--- config.mk ---
export PLATFORM = sky130hd
export DESIGN_NAME = dataload_ctrl
export DESIGN_NICKNAME = d
export VERILOG_FILES = /design/src/rtl/dataload_ctrl.sv
export SDC_FILE = /design/constraint.sdc
export NUM_CORES = 1
export LEC_CHECK = 0
export ABC_AREA = 1
export BUFFER_PORTS_ARGS = -buffer_cell sky130_fd_sc_hd__buf_2
export CAP_MARGIN = 20
export CORE_ASPECT_RATIO = 0.6
export CORE_MARGIN = 4
export CORE_UTILIZATION = 40
export DETAILED_ROUTE_END_ITERATION = 12
export GPL_TIMING_DRIVEN = 1
export SLEW_MARGIN = 15
export SYNTH_ARGS = -nofsm -noshare
export SYNTH_HDL_FRONTEND = slang
export SYNTH_SLANG_ARGS = --single-unit
--- constraint.sdc ---
create_clock -name clk -period 1.5 [get_ports clk]
set_input_delay 0.15 -clock clk [delete_from_list [all_inputs] [get_ports clk]]
set_output_delay 0.15 -clock clk [all_outputs]
set_load 0.1 [all_outputs]
--- src/rtl/dataload_ctrl.sv ---
// Loads a row-major element stream into BAND_WIDTH buffer banks, then hands off to the weight/setup side.
// Buffer writes trail the stream handshake by one cycle; s_ready_o is high only while loading.
module dataload_ctrl #(
    parameter int SRAM_DEPTH = 1024,
    parameter int BAND_WIDTH = 25,
    parameter int DATA_WIDTH = 8
) (
    input  logic                                                  clk,
    input  logic                                                  rst,
    input  logic                                                  cfg_start_i,
    input  logic [10:0]                                           cfg_burst_size_i,
    input  logic                                                  s_valid_i,
    input  logic [DATA_WIDTH-1:0]                                 s_data_i,
    output logic                                                  s_ready_o,
    output logic                                                  buff_wea_o,
    output logic [$clog2(SRAM_DEPTH)+$clog2(BAND_WIDTH)-1:0]      buff_addra_o,
    output logic [DATA_WIDTH-1:0]                                 buff_dia_o,
    output logic [10:0]                                           burst_size_o,
    input  logic                                                  weight_ready_i,
    output logic                                                  setup_weight_ready_o,
    input  logic                                                  burst_last_i,
    output logic                                                  busy_o,
    output logic                                                  done_o,
    output logic                                                  err_o
);

    localparam int RW  = $clog2(SRAM_DEPTH);
    localparam int BW  = $clog2(BAND_WIDTH);
    localparam int RCW = RW + 1;

    typedef enum logic [2:0] {IDLE, LOAD, WAIT_W, RUN, DONE} state_t;

    state_t                  r_state;
    logic [BW-1:0]           r_bank_cnt;
    logic [RCW-1:0]          r_row_cnt;
    logic [10:0]             r_burst_size;
    logic                    r_wea;
    logic [RW+BW-1:0]        r_addr;
    logic [DATA_WIDTH-1:0]   r_dia;
    logic                    r_err;

    logic w_hs;
    logic w_cfg_ok;
    logic w_bank_last;
    logic w_row_last;

    assign s_ready_o            = (r_state == LOAD);
    assign busy_o               = (r_state != IDLE);
    assign done_o               = (r_state == DONE);
    assign setup_weight_ready_o = (r_state == RUN) & weight_ready_i;
    assign buff_wea_o           = r_wea;
    assign buff_addra_o         = r_addr;
    assign buff_dia_o           = r_dia;
    assign burst_size_o         = r_burst_size;
    assign err_o                = r_err;

    assign w_hs        = s_valid_i & s_ready_o;
    assign w_cfg_ok    = (cfg_burst_size_i != 11'd0) && (32'(cfg_burst_size_i) <= 32'(SRAM_DEPTH));
    assign w_bank_last = (r_bank_cnt == BW'(BAND_WIDTH - 1));
    // Row counter is one bit wider than the address row field so a full-depth job still compares cleanly.
    assign w_row_last  = (32'(r_row_cnt) == (32'(r_burst_size) - 32'd1));

    always_ff @(posedge clk) begin
        if (rst) begin
            r_state      <= IDLE;
            r_bank_cnt   <= '0;
            r_row_cnt    <= '0;
            r_burst_size <= '0;
            r_wea        <= 1'b0;
            r_addr       <= '0;
            r_dia        <= '0;
            r_err        <= 1'b0;
        end else begin
            r_wea <= 1'b0;
            r_err <= 1'b0;
            case (r_state)
                IDLE: begin
                    if (cfg_start_i) begin
                        if (w_cfg_ok) begin
                            r_burst_size <= cfg_burst_size_i;
                            r_bank_cnt   <= '0;
                            r_row_cnt    <= '0;
                            r_state      <= LOAD;
                        end else begin
                            r_err <= 1'b1;
                        end
                    end
                end
                LOAD: begin
                    if (w_hs) begin
                        r_wea  <= 1'b1;
                        r_addr <= {r_bank_cnt, r_row_cnt[RW-1:0]};
                        r_dia  <= s_data_i;
                        if (w_bank_last) begin
                            r_bank_cnt <= '0;
                            r_row_cnt  <= r_row_cnt + RCW'(1);
                            if (w_row_last) begin
                                r_state <= WAIT_W;
                            end
                        end else begin
                            r_bank_cnt <= r_bank_cnt + BW'(1);
                        end
                    end
                end
                WAIT_W: begin
                    if (weight_ready_i) begin
                        r_state <= RUN;
                    end
                end
                RUN: begin
                    if (burst_last_i) begin
                        r_state <= DONE;
                    end
                end
                DONE: begin
                    r_state <= IDLE;
                end
                default: begin
                    r_state <= IDLE;
                end
            endcase
        end
    end

endmodule
==> results of run 1 <==
[what timing repair did]
action	4_1_cts	5_1_grt
hold buffers	0	0
setup endpoints to repair	30	56
pin swaps	24	21
cloned	0	2
setup buffers	6	6
gates resized for setup	44	64
[registers in the layout, summed over array words and instances, names as in the netlist]
name	count
err_o	1
buff_dia_o	8
r_row_cnt	11
r_bank_cnt	5
buff_addra_o	15
r_state	3
buff_wea_o	1
burst_size_o	11
[worst max-delay path: cells and delay by family, from the launching register on]
kind / cells / cell delay (ns)
buffers and inverters: 3 / 0.28
adder cells (fa/ha/maj): 1 / 0.15
AO/OA/AOI/OAI: 2 / 0.20
AND/OR/NAND/NOR: 5 / 0.63
flip-flops: 1 / 0.34
[final cells by class]
type,count,area [sq um]
clock buffers,5,125.1
clock inverters,3,20.02
fillers,578,2389
inverters,43,205.2
multi-input cells,287,1728
flip-flops and latches,55,1127
well taps,87,108.9
repair buffers,144,1071
repair inverters,2,17.52
[per-stage QoR]
| step | hold slack [ns] | instances | cell area (sq um) | total power, uW | utilization |
|---|---|---|---|---|---|
| after CTS | 0.09883 | 618 | 4115 | 9682 | 0.6059 |
| after floorplan | 0.2848 | 402 | 2870 | 6360 | - |
| after global placement | 0.3973 | 606 | 3820 | 8013 | 0.5625 |
| final | 0.09865 | 626 | 4403 | 10280 | 0.6483 |
| after global routing | 0.1122 | 626 | 4403 | 10850 | 0.6483 |
| after detailed placement | 0.4054 | 606 | 3820 | 8067 | 0.5625 |
[layer usage]
layer  routed length [microns]  vias to the layer above
met5                         0                        -
met4                        83                        0
met3                       547                       10
met2                      3867                       97
met1                      4558                     1430
li1                          -                     1568
[power breakdown]
part | internal, uW | leakage, uW | switching, uW
combinational | 2260 | 0.00146 | 4690
sequential | 1850 | 0.000455 | 318
clock | 617 | 0.0000658 | 549
[final timing paths]
| check | cells after the start | start | slack [ns] | endpoint |
|---|---|---|---|---|
| max reg2reg | 11 | r_bank_cnt[1]$_SDFFE_PP0P_ | -0.15 | r_state[0]$_SDFFE_PP0P_ |
| max | 11 | r_bank_cnt[1]$_SDFFE_PP0P_ | -0.15 | r_state[0]$_SDFFE_PP0P_ |
| min | 3 | s_data_i[4] | 0.1 | buff_dia_o[4]$_SDFFE_PP0P_ |
| min reg2reg | 2 | buff_dia_o[3]$_SDFFE_PP0P_ | 0.48 | buff_dia_o[3]$_SDFFE_PP0P_ |
[synth_stat cells]
cell	instances
nor3b_2	1
buf_8	1
clkinv_2	1
o22ai_1	2
nor4_1	1
clkinv_1	2
nand4_1	4
o21ai_1	9
buf_1	1
inv_2	2
a211oi_1	1
o21ai_2	1
nand2_2	10
xnor3_1	1
nand2_1	68
buf_4	2
o21ai_0	27
ha_1	4
xor2_1	11
a21oi_1	30
nand2_8	1
nand2_4	1
dfxtp_1	55
a21oi_2	8
nor2_2	2
nand3_2	1
nor3b_1	2
buf_2	4
nor2_1	62
clkbuf_2	1
nor2_4	1
nand3_1	26
clkbuf_1	8
inv_1	36
xnor2_1	3
inv_4	2
nor3_1	10
[logic make-up after synthesis]
family                     after synthesis
AOI/OAI and AO/OA                       78
xor gates and xnor gates                15
adders and majority gates                4
buffers and inverters                   60
DFF                                     55
and+or+nand+nor                        190
==> flow_summary.ini, run 1 <==
[outcome]
outcome = finished with violations
violations = setup timing

[route]
drc_errors = 0
finalWirelength_microns = 9057
via_count = 3105
wire_per_inst_microns = 14.47
vias_per_cell = 4.960
ant_nets = 0
dr.pass1.iters = 4
drt_iter0_markers = 167

[clock_tree]
clk_latency_ns = 0.29
clock_sinks = 55
clk_pin_slew_ns = 0.07
numCtsBuffers = 5
cts_tree = done
cts_root_buf = clkbuf_16
htree_levels = 2
cts_buffer_depth = 2

[synthesis]
synth_compound_area_frac = 0.1513
yosysSeqAreaShare = 0.3882
yosysUniqueCellTypes = 37
synth_fa_ha_area_frac = 0.01764
yosys_warnings = 0
synth_top_area_share = 0.3882
synth_xor_area_frac = 0.05117
syn-cell-area_sq_um = 2836
yosys.area_share.simple = 0.3013
synth_area_leaders = dfxtp_1 (39%), nand2_1 (9.0%), nor2_1 (8.2%), a21oi_1 (5.3%), inv_1 (4.8%)
muxShareOfSynthArea = 0
syn_avg_cell_area_sq_um = 7.056
synth_top_family_by_area = simple AND/OR/NAND/NOR gates
synth_cells = 402
ys_seq_elements = 55
synth_top_area_cell = dfxtp_1
synth_fp_nets = 431

[grt]
grtUsageMet3 = 0.04225
grt_pass1_vias = 2831
grt_pass1_wl_microns = 13990
grt.busiest_layer = met1
globalRouteOverflowTotal = 0
antenna_found_initial = 0
grt_use_total = 0.2091
met1_usage = 0.3219
grt_max_degree = 25
grtUsageMet2 = 0.3018

[placement]
place_ws_ns = -0.3019
hpwl_microns = 6581
port_buffers = 64
place_congestion = 0.9209

[die]
core-area_sq_um = 6792
row_count = 23
chipWidth_microns = 116.7
die_h_microns = 73.23
initial_core_util = 0.4176
pin_count = 65
dieArea_sq_um = 8547

[setup_path]
slowest_delay_ns = 0.34
worstPathMaxFanout = 3
cp_cell_sequence = inv_1 -> ha_1 -> nand4_1 -> nand2_2 -> o21ai_0 -> nor3_1 -> nand2_1 -> buf_4 -> a21oi_1 -> nand2_1 -> inv_1
critPathSlowestCell = dfxtp_1
worst-setup-path-type = register to register
end_kind = register
crit_arrival_ns = 1.89
critPathLaunchType = register
crit_required_ns = 1.74

[finish]
diodes = 0
layout_commonest_cell = buf_4
layout-drive-gt1-share = 0.4620
area_growth_pct = 55.23
final_cell_mix = buf_4 (63), buf_2 (60), nand2_1 (58), nor2_1 (53), dfxtp_1 (40)
fin_nets = 567

[power]
ir_drop_mv = 1.259
power.density_nw_per_um2 = 2334
p_leak_uw = 0.001978

[sta]
finalCriticalPeriod_ns = 1.653
post-route-period-util = 1.102
skew_ns = 0.006085
setup_ws_ns = -0.1534
worstMarginPinSlew_ns = 0.5011
slew-limit-headroom = 0.6682
finalSetupTns_ns = -2.565
finalSetupViolations = 44
timing.fmax_mhz = 604.8
grt_setup_unrepaired = true
hold_viol_final = 0
finalMaxSlewViolations = 0

[worst_hold_path]
hold_path_class = input pin to register

[run]
drv_cap = 0
Power figures use the tool's default switching activity.
==> run 2: changes to the inputs <==
SETUP_SLACK_MARGIN = 0.1   (was not set)
==> flow_summary.ini, run 2 (synthesis gave the netlist of run 1 again) <==
[outcome]
outcome = finished with violations
violations = setup timing

[route]
dr.pass1.iters = 4
drc_errors = 0
wire_per_inst_microns = 15.10
drt_iter0_markers = 210
finalWirelength_microns = 9377
via_count = 3107
vias_per_cell = 5.003
ant_nets = 0

[worst_hold_path]
hold_path.startpoint = s_data_i[1]
hold_end = buff_dia_o[1]$_SDFFE_PP0P_
hold_path_class = input pin to register
hold-path-cell-count = 3

[sta]
timing.fmax_mhz = 591.6
finalSetupViolations = 31
finalMaxSlewViolations = 0
setup_ws_ns = -0.1903
finalCriticalPeriod_ns = 1.690
post-route-period-util = 1.127
hold_viol_final = 0
worstMarginPinSlew_ns = 0.4995
skew_ns = 0.003825
grt_setup_unrepaired = true
slew-limit-headroom = 0.6693

[grt]
antenna_found_initial = 0
grt_use_total = 0.2283
grt_max_degree = 19
globalRouteOverflowTotal = 0
grt_pass1_wl_microns = 15050
grt_pass1_vias = 2996

[placement]
place_congestion = 0.8971
hpwl_microns = 6436
port_buffers = 64
place_ws_ns = -0.3016

[setup_path]
regToRegEndpoint = r_state[0]$_SDFFE_PP0P_
r2r_slack_ns = -0.19
crit_required_ns = 1.70
rr_startpoint = burst_size_o[0]$_SDFFE_PP0P_
crit_arrival_ns = 1.89
critPathLaunchType = register
reg2regPathDepth = 16
end_kind = register
worstPathMaxFanout = 3
worst-setup-path-type = register to register

[power]
total_power_uw = 10660
power.density_nw_per_um2 = 2332
p_leak_uw = 0.002038
ir_drop_mv = 1.484

[clock_tree]
cts_root_buf = clkbuf_16
clock_sinks = 55
htree_levels = 2
numCtsBuffers = 5
cts_buffer_depth = 2
cts_tree = done
clk_pin_slew_ns = 0.07
clk_latency_ns = 0.29

[die]
dieArea_sq_um = 8547
row_count = 23
initial_core_util = 0.4176
die_h_microns = 73.23
core-area_sq_um = 6792
chipWidth_microns = 116.7
pin_count = 65

[finish]
layout-drive-gt1-share = 0.4607
largest_reg_flops = 15
diodes = 0
final_cell_mix = buf_2 (59), nand2_1 (56), nor2_1 (54), buf_4 (51), dfxtp_1 (42)
layout_commonest_cell = buf_2
area_growth_pct = 61.18
fin_util = 0.6732
fin_nets = 562

[run]
drv_cap = 0
==> run 2: where the power goes <==
part | switching (uW) | total [uW] | internal [uW]
Sequential | 312 | 2160 | 1850
Combinational | 4860 | 7340 | 2490
Clock | 542 | 1160 | 618
Total | 5710 | 10700 | 4950
==> run 2: metal layers <==
layer  global-route usage  wire length, microns
met4              0.04707                    97
met1               0.3416                  4529
met5                    0                     0
met3              0.04308                   618
met2               0.3422                  4131
==> run 2: layout make-up <==
class	instances	area, sq um
inverters	43	203.9
clock inverters	2	12.51
flip-flops and latches	55	1125
clock buffers	6	128.9
fillers	571	2220
well taps	87	108.9
multi-input cells	287	1828
repair buffers	141	1165
==> run 2: per-stage QoR <==
stage	cell area [sq um]	hold slack [ns]	TNS, ns	instances
2_1_floorplan	2877	0.2848	-12.32	402
3_5_place_dp	3794	0.4077	-3.562	602
5_1_grt	4572	0.1257	-6.108	621
3_3_place_gp	3794	0.3971	-3.073	602
4_1_cts	4325	0.09881	-1.619	619
6_report	4572	0.1010	-2.749	621
==> run 2: worst max path at each step <==
stage / end / from
3_3_place_gp: r_state[0]$_SDFFE_PP0P_ / burst_size_o[0]$_SDFFE_PP0P_
3_5_place_dp: r_state[0]$_SDFFE_PP0P_ / burst_size_o[0]$_SDFFE_PP0P_
6_report: r_state[0]$_SDFFE_PP0P_ / burst_size_o[0]$_SDFFE_PP0P_
4_1_cts: r_state[0]$_SDFFE_PP0P_ / burst_size_o[1]$_SDFFE_PP0P_
2_1_floorplan: burst_size_o[5]$_SDFFE_PP0P_ / r_state[2]$_SDFFE_PP0P_
5_1_grt: r_state[1]$_SDFFE_PP0P_ / burst_size_o[0]$_SDFFE_PP0P_
==> run 2: timing repair <==
| item | 4_1_cts | 5_1_grt |
|---|---|---|
| hold buffers | 0 | 0 |
| setup buffers | 7 | 2 |
| pin swaps | 26 | 23 |
| resized for setup | 78 | 45 |
| cloned | 3 | 2 |
| setup endpoints to repair | 57 | 58 |
==> run 2: worst max-delay path: stages (launching register included) <==
cell     delay [ns]
dfxtp_4        0.36
inv_4          0.07
ha_4           0.17
nand2_4        0.07
buf_6          0.12
nand2_1        0.04
nand2_1        0.04
nand2_1        0.08
nand3_1        0.06
nor2_1         0.12
nand2_1        0.07
nor2_1         0.10
nand2_1        0.08
nand2_2        0.07
nand3_1        0.06
nand2_1        0.06
inv_1          0.03
==> run 3: changes to the inputs <==
SETUP_SLACK_MARGIN = 0.15   (was 0.1)
==> flow_summary.ini, run 3 (synthesis gave the netlist of run 1 again) <==
[outcome]
outcome = finished with violations
violations = setup timing

[sta]
timing.fmax_mhz = 591.6
slew-limit-headroom = 0.6659
worstMarginPinSlew_ns = 0.5046
skew_ns = 0.003876
finalCriticalPeriod_ns = 1.690
holdWs_ns = 0.1029
finalMaxSlewViolations = 0
finalSetupViolations = 12
setup_ws_ns = -0.1902
post-route-period-util = 1.127
finalSetupTns_ns = -0.7086
grt_setup_unrepaired = true
hold_viol_final = 0

[die]
chipWidth_microns = 116.7
row_count = 23
initial_core_util = 0.4176
core-area_sq_um = 6792
die_h_microns = 73.23
pin_count = 65
dieArea_sq_um = 8547

[finish]
layout-drive-gt1-share = 0.3989
largest_reg_flops = 15
area_growth_pct = 45.88
diodes = 0
fin_cells = 611
nFillCells = 640
final_cell_mix = nand2_1 (62), buf_4 (58), buf_2 (56), nor2_1 (55), dfxtp_1 (43)
fin_util = 0.6092
layout_commonest_cell = nand2_1
fin_nets = 552

[setup_path]
crit_buf_inv = 2
worst-setup-path-type = register to register
rr_startpoint = burst_size_o[1]$_SDFFE_PP0P_
crit_family = simple AND/OR/NAND/NOR gates
regToRegEndpoint = r_state[0]$_SDFFE_PP0P_
crit_required_ns = 1.70
critPathLaunchType = register
reg2regPathDepth = 11
cp.depth = 11
crit_arrival_ns = 1.89
critPathSlowestCell = dfxtp_4
r2r_slack_ns = -0.19
worstPathMaxFanout = 4
crit_start = burst_size_o[1]$_SDFFE_PP0P_
cp_cell_sequence = buf_4 -> nor2_2 -> nand2_2 -> nor2_2 -> xnor3_1 -> nor2_1 -> nand2_1 -> nand2_2 -> nand3_2 -> nand2_1 -> inv_1
slowest_delay_ns = 0.35
end_kind = register
endpoint = r_state[0]$_SDFFE_PP0P_

[power]
power.density_nw_per_um2 = 2374
p_leak_uw = 0.001874
total_power_uw = 9824
ir_drop_mv = 1.318

[clock_tree]
numCtsBuffers = 5
cts_hold_buf = 0
cts_root_buf = clkbuf_16
htree_levels = 2
clock_sinks = 55
clk_latency_ns = 0.29
cts_buffer_depth = 2
clk_pin_slew_ns = 0.07
cts_tree = done

[placement]
hpwl_microns = 6503
port_buffers = 64
place_congestion = 0.9306
dp.cells = 601

[route]
finalWirelength_microns = 8481
via_count = 3007
wire_per_inst_microns = 13.88
drt_iter0_markers = 156
dr.pass1.iters = 4
vias_per_cell = 4.921
ant_nets = 0
drc_errors = 0

[grt]
grt_pass1_vias = 2728
grt_max_degree = 39
grt_pass1_wl_microns = 13700
globalRouteOverflowTotal = 0
grt_use_total = 0.2067
antenna_found_initial = 0

[worst_hold_path]
hold_path_class = input pin to register
hold-path-cell-count = 3

[run]
drv_cap = 0
run 3: changes by cell type in the layout (fill, tap and decap cells not counted), sizes merged:
cell / before / now
buf: 137 / 127
bufbuf: 1 / 0
clkinv: 4 / 3
clkbuf: 9 / 11
run 3: timing repair:
action | CTS | global route
hold endpoints to repair | 0 | 0
pin swaps | 8 | 12
gates resized for setup | 26 | 27
buffers inserted | 1 | 1
setup endpoints to repair | 57 | 61
run 3: power breakdown:
part	total, uW	switching, uW	internal [uW]	leakage, uW
logic	6430	4440	1990	0.00134
clock network	1250	537	711	0.0000761
registers	2140	300	1840	0.000453
total	9820	5280	4550	0.00187
run 3: per-stage QoR:
step	worst slack, ns	instance area (sq um)
final	-0.1902	4138
after CTS	-0.1439	4048
after global placement	-0.1941	3804
after global routing	-0.3626	4138
after detailed placement	-0.2641	3804
after floorplan	-0.4584	2882
run 3: worst min-delay path by stage:
| stage | endpoint | start | slack [ns] |
|---|---|---|---|
| final | buff_dia_o[5]$_SDFFE_PP0P_ | s_data_i[5] | 0.10 |
| after global routing | buff_dia_o[6]$_SDFFE_PP0P_ | s_data_i[6] | 0.11 |
| after CTS | buff_dia_o[5]$_SDFFE_PP0P_ | s_data_i[5] | 0.1 |
| after floorplan | burst_size_o[9]$_SDFFE_PP0P_ | cfg_burst_size_i[9] | 0.28 |
| after global placement | buff_dia_o[3]$_SDFFE_PP0P_ | s_data_i[3] | 0.40 |
| after detailed placement | buff_dia_o[5]$_SDFFE_PP0P_ | s_data_i[5] | 0.41 |
run 3: worst reg2reg max path: stages (launching register included):
cell and delay [ns]:
dfxtp_4 0.35, buf_4 0.14, nor2_2 0.13, nand2_2 0.13, nor2_2 0.15, xnor3_1 0.23, nor2_1 0.14, nand2_1 0.09
nand2_2 0.08, nand3_2 0.07, nand2_1 0.05, inv_1 0.03
run 3: routing by layer:
layer,part of all wire,vias up,track usage,wire length [microns]
met1,0.51,1376,0.3231,4339
met4,0.0083,0,0.04198,70
met3,0.067,7,0.04391,571
met2,0.41,82,0.2886,3499
li1,-,1542,-,-
met5,0,-,0,0
run 3: layout make-up:
type | instances | area (sq um) | share of cell area
Sequential cell | 55 | 1121 | 0.2709
Tap cell | 87 | 108.9 | 0.02631
Timing Repair Buffer | 131 | 953.4 | 0.2304
Multi-Input combinational cell | 287 | 1609 | 0.3889
Clock inverter | 1 | 7.507 | 0.001814
Clock buffer | 7 | 152.6 | 0.03689
Inverter | 43 | 185.2 | 0.04475
